### config.mk
export PLATFORM = sky130hd
export DESIGN_NAME = logic_unit_pipe
export DESIGN_NICKNAME = d
export VERILOG_FILES = /design/src/rtl/logic_unit_pkg.sv /design/src/rtl/logic_unit_pipe_skid_buf.sv /design/src/rtl/logic_unit_pipe.sv
export SDC_FILE = /design/constraint.sdc
export NUM_CORES = 1
export LEC_CHECK = 0
export BUFFER_PORTS_ARGS = -buffer_cell sky130_fd_sc_hd__buf_4
export CAP_MARGIN = 20
export CELL_PAD_IN_SITES_DETAIL_PLACEMENT = 2
export CELL_PAD_IN_SITES_GLOBAL_PLACEMENT = 2
export CORE_ASPECT_RATIO = 1.5
export CORE_UTILIZATION = 28
export DETAILED_ROUTE_END_ITERATION = 8
export GPL_ROUTABILITY_DRIVEN = 0
export GPL_TIMING_DRIVEN = 0
export PLACE_DENSITY = 0.79
export RECOVER_POWER = 100
export SLEW_MARGIN = 0
export SYNTH_ARGS = -nofsm -noshare
export SYNTH_HDL_FRONTEND = slang
export SYNTH_SLANG_ARGS = --single-unit
### constraint.sdc
create_clock -name clk -period 1.9 [get_ports clk]
set_clock_uncertainty 0.1 [all_clocks]
set_input_delay 0.285 -clock clk [delete_from_list [all_inputs] [get_ports clk]]
set_output_delay 0.285 -clock clk [all_outputs]
set_load 0.05 [all_outputs]
### src/rtl/logic_unit_pkg.sv
// Shared types for the pipelined bitwise logic unit.
// The operation select encoding is used by the unit and by anything that drives it.
package logic_unit_pkg;

    typedef enum logic [1:0] {
        OP_AND  = 2'd0,
        OP_OR   = 2'd1,
        OP_XOR  = 2'd2,
        OP_NAND = 2'd3
    } op_e;

    localparam int OP_W = 2;

endpackage

### src/rtl/logic_unit_pipe_skid_buf.sv
// Generic 2-entry valid/ready skid buffer: main register drives the output, skid absorbs one
// extra entry so in_ready depends only on registered state.
//
// state | meaning
// EMPTY | main_valid=0, skid_valid=0: nothing held, in_ready=1
// ONE   | main_valid=1, skid_valid=0: one result on the output, in_ready=1
// FULL  | main_valid=1, skid_valid=1: two results held, in_ready=0
module skid_buf #(
    parameter int DW = 8
) (
    input  logic          clk,
    input  logic          rst,
    input  logic          in_valid,
    output logic          in_ready,
    input  logic [DW-1:0] in_data,
    output logic          out_valid,
    input  logic          out_ready,
    output logic [DW-1:0] out_data
);

    logic          main_valid, skid_valid;
    logic [DW-1:0] main_data, skid_data;
    logic          main_valid_nxt, skid_valid_nxt;
    logic          load_main_in, load_main_skid, load_skid;
    logic          push, pop;

    assign push = in_valid & ~skid_valid;
    assign pop  = main_valid & out_ready;

    always_ff @(posedge clk) begin
        if (rst) begin
            main_valid <= 1'b0;
            skid_valid <= 1'b0;
            main_data  <= '0;
            skid_data  <= '0;
        end else begin
            main_valid <= main_valid_nxt;
            skid_valid <= skid_valid_nxt;
            if (load_main_in)
                main_data <= in_data;
            else if (load_main_skid)
                main_data <= skid_data;
            if (load_skid)
                skid_data <= in_data;
        end
    end

    // In FULL no push can occur, so a pop there only ever shifts skid into main.
    always_comb begin
        main_valid_nxt = main_valid;
        skid_valid_nxt = skid_valid;
        load_main_in   = 1'b0;
        load_main_skid = 1'b0;
        load_skid      = 1'b0;
        if (pop) begin
            if (skid_valid) begin
                load_main_skid = 1'b1;
                skid_valid_nxt = 1'b0;
            end else if (push) begin
                load_main_in = 1'b1;
            end else begin
                main_valid_nxt = 1'b0;
            end
        end else if (push) begin
            if (main_valid) begin
                load_skid      = 1'b1;
                skid_valid_nxt = 1'b1;
            end else begin
                load_main_in   = 1'b1;
                main_valid_nxt = 1'b1;
            end
        end
    end

    always_comb begin
        in_ready  = ~skid_valid;
        out_valid = main_valid;
        out_data  = main_data;
    end

endmodule

### src/rtl/logic_unit_pipe.sv
// Registered NUM_IN-operand bitwise AND/OR/XOR/NAND unit with valid/ready skid buffering and a
// saturating transfer counter. Define LOGIC_UNIT_PIPE_DISPLAY_EN to print each delivered result.
module logic_unit_pipe
    import logic_unit_pkg::*;
#(
    parameter int WIDTH  = 8,
    parameter int NUM_IN = 2,
    parameter int CNT_W  = 16
) (
    input  logic                    clk,
    input  logic                    rst,
    input  logic                    in_valid,
    output logic                    in_ready,
    input  op_e                     in_op,
    input  logic [NUM_IN*WIDTH-1:0] in_data,
    output logic                    out_valid,
    input  logic                    out_ready,
    output logic [WIDTH-1:0]        out_data,
    output logic [CNT_W-1:0]        out_count
);

    logic [WIDTH-1:0] red_and, red_or, red_xor, result;

    always_comb begin
        red_and = '1;
        red_or  = '0;
        red_xor = '0;
        for (int k = 0; k < NUM_IN; k++) begin
            red_and = red_and & in_data[k*WIDTH +: WIDTH];
            red_or  = red_or  | in_data[k*WIDTH +: WIDTH];
            red_xor = red_xor ^ in_data[k*WIDTH +: WIDTH];
        end
        result = red_and;
        case (in_op)
            OP_AND:  result = red_and;
            OP_OR:   result = red_or;
            OP_XOR:  result = red_xor;
            OP_NAND: result = ~red_and;
            default: result = red_and;
        endcase
    end

`ifdef LOGIC_UNIT_PIPE_DISPLAY_EN
    localparam int DW = WIDTH + OP_W;
`else
    localparam int DW = WIDTH;
`endif

    logic [DW-1:0] buf_in, buf_out;

`ifdef LOGIC_UNIT_PIPE_DISPLAY_EN
    // The op rides along with the result so the print can name it at delivery time.
    assign buf_in   = {in_op, result};
    assign out_data = buf_out[WIDTH-1:0];

    always_ff @(posedge clk) begin
        if (!rst && out_valid && out_ready)
            $display("[%0t] op=%0d c = %h", $time, buf_out[WIDTH +: OP_W], out_data);
    end
`else
    assign buf_in   = result;
    assign out_data = buf_out;
`endif

    skid_buf #(
        .DW (DW)
    ) u_skid_buf (
        .clk       (clk),
        .rst       (rst),
        .in_valid  (in_valid),
        .in_ready  (in_ready),
        .in_data   (buf_in),
        .out_valid (out_valid),
        .out_ready (out_ready),
        .out_data  (buf_out)
    );

    always_ff @(posedge clk) begin
        if (rst)
            out_count <= '0;
        else if (out_valid && out_ready && (out_count != '1))
            out_count <= out_count + 1'b1;
    end

endmodule

==> metrics.md <==
| Metric | Value |
|---|---|
| Status | finished, final reports clean |
| Met2 wire length | ~3700 um |
| Final HPWL from detailed placement | 4650 um |
| Total negative slack | 0 ns |
| WP buf/inv | 0 |
| Util after Layout | 38.7% |
| EDFF count, synth | 0 |
| Max-cap violations | 0 |
| Die W | between 70 and 80 um |
| CP max FO | 6 |
| Htree depth | 2 |
| Fmax | roughly 0.54 GHz |
| Final Hold Fails | 0 |
| Post-synth net total | between 200 and 300 |
| Crit path cell chain | ha_4 -> nand3_4 -> or4b_4 -> or3_1 -> a21oi_1 |
| Wirelength, routed | 6210 um |
| Async SR Flop Fraction | 0% |
| Top Layer Used | met4 |
| Most frequent cells in the layout | buf_4 (36), clkbuf_1 (31), a21oi_1 (27) |
| Clock sink count | 34 |
| Worst-path clk slew | around 0.070 ns |
| Sequential share of the synthesized area | between 30 and 40% |
| Post-synthesis cell area | between 2000 and 2500 um2 |
| Aggregate global routing overflow | 0 |
| Cells after Synth | ~250 |
| Number of global-route vias before repair | ~2,300 |
| Syn Area/Cell | a little over 8 um2 |
| PortBufs | 44 |
| Hold Slack | 0.269 ns |
| Share of layout cells above drive strength 1 | 25.9% |
| CTS tree | yes |
| IO Pins | between 40 and 50 |
| Final Non-Filler Cells | between 300 and 400 |
| WS Path Type | reg -> reg |
| Row count | 37 |
| Initial antenna violation count | 0 |
| Crit path DAT | 1.97 ns |
| # DRC | 0 |
| Fin. max-slew vios | 0 |
| DR vias/cell | approximately 5.4 |
| CP required | 2.01 ns |
| # hold bufs at CTS | 0 |
| Root Buffer | clkbuf_8 |
| Tmin final | 1.85 ns |
| RSZ-0062 raised after global routing | yes |
| Slew @ Worst Pin | around 0.63 ns |
| Register-to-register path setup slack | approximately 0.046 ns |
| Peak supply drop | between 0.0002 and 0.00025 V |
| Layout fillers | between 800 and 900 |
| Worst path top cell family by delay | simple AND/OR/NAND/NOR gates |
| Yosys cell types | 38 |
| Critical path's largest stage delay | around 0.56 ns |
| Post-placement cell count | 374 |
| Initial Utilization | 29.3% |
| Primary FF master, synth | dfxtp_1 |
| Via count | 2,107 |
| Yosys Warn Count | 0 |
| Clock latency on the worst-skew pair | approximately 0.28 ns |
| Wire per inst | ~16 um |
| Final worst slack | around 0.046 ns |
| PD cells | ~610 nW/um2 |
| Clock Path Buffers | 2 |
| GRT Total Usage | 16.7% |
| M1 WL | about 2300 um |
| Post-route ant nets | 0 |
| Slew margin rel. | a little under three fifths |
| Largest net degree at the start of global routing | 11 |
| Register bit total from synthesis | 34 |
| Startpoint Class | flop |
| Area delta synth->final | 31.9% |
| CP max stage cell | or4b_4 |
| Fin crit share | roughly 98% |
| Inserted Diodes | 0 |
| Routed wl met3 | 202 um |
| CORE AREA | around 7000 um2 |
| Count of final setup violators | 0 |
| First-pass GRT wire length | between 10,000 and 15,000 um |
| Pre-CTS WS | -0.104 ns |
| Die Ht | about 110 um |
| Pre-antenna DRT Iters | 4 |
| Leakage | around 1.0 nW |
| Nets | approximately 350 |
| DRT iter0 DRCs | 84 |
| Hold WC Path Type | in -> reg |
| Crit end category | flop |
| Most common cell after layout, fill and taps aside | buf_4 |
| Die area | roughly 7600 um2 |
| Num CTS Buffers | 5 |
==> timing repair <==
action,CTS,global route
gates cloned,0,0
setup buffers,1,9
setup endpoints to repair,11,12
pin swaps,2,7
gates resized for setup,7,7
==> power breakdown <==
part           switching, mW  internal, mW
Sequential            0.0191         0.726
Combinational          0.224         0.109
Clock                  0.267         0.292
Total                  0.510          1.13
==> kinds of logic after synthesis <==
group	count (synthesis)	synth area share, %
compound gates	81	24.9
xor+xnor	1	0.430
fa+ha+maj	17	10.4
buf+inv	42	7.80
flops	34	33.4
mux	3	1.54
simple gates	74	21.5
==> flip-flops by register name (all words and copies together), names as in the netlist <==
signal	count
u_skid_buf.out_data	8
out_count	16
u_skid_buf.out_valid	1
u_skid_buf.skid_valid	1
u_skid_buf.skid_data	8
==> layout make-up <==
cell class | count | area, um2 | area share (%)
multi-input cells | 176 | 1260 | 47.1
repair buffers | 54 | 338 | 12.6
inverters | 25 | 93.8 | 3.49
flip-flops and latches | 34 | 734 | 27.3
clock buffers | 7 | 86.3 | 3.21
plain buffers | 16 | 67.6 | 2.51
clock inverters | 1 | 5.00 | 0.186
well taps | 78 | 97.6 | 3.63
==> synthesized netlist by cell type, types with 4 or more instances <==
| cell type | count | share of area, % |
|---|---|---|
| o31ai_1 | 7 | 2.6 |
| o21ai_0 | 14 | 3.4 |
| ha_1 | 17 | 10 |
| clkbuf_1 | 16 | 2.9 |
| dfxtp_1 | 34 | 33 |
| nand4b_1 | 8 | 3.4 |
| or3_1 | 6 | 1.8 |
| or4_1 | 5 | 1.8 |
| nand2_1 | 6 | 1.1 |
| nand3_1 | 4 | 0.98 |
| a211oi_1 | 23 | 8.5 |
| inv_1 | 25 | 4.6 |
| a21oi_1 | 29 | 7.1 |
| nor2_1 | 24 | 4.4 |
==> metal layers <==
metal,vias to the layer above,track usage [%]
met4,0,4.62
met5,-,0
li1,1032,-
met1,1033,15.2
met3,6,2.94
met2,36,35.6
==> tightest hold or removal path, stage by stage <==
cell and delay (ns):
buf_4 0.09, nand2b_1 0.10, a21oi_1 0.13
==> metrics by stage <==
stage,power (mW),cell area (um2)
after floorplan,0.985,2120
after global placement,1.10,2550
after detailed placement,1.11,2550
after CTS,1.67,2680
after global routing,1.72,2690
final,1.64,2690
==> final timing paths <==
path,startpoint,endpoint,depth (start not counted)
worst max-delay path,out_count[1],out_count[14],5
worst min-delay path,in_valid,u_skid_buf.out_valid,3
worst max register to register,out_count[1],out_count[14],5
worst min register to register,out_count[15],out_count[15],2
Power figures use the tool's default switching activity.
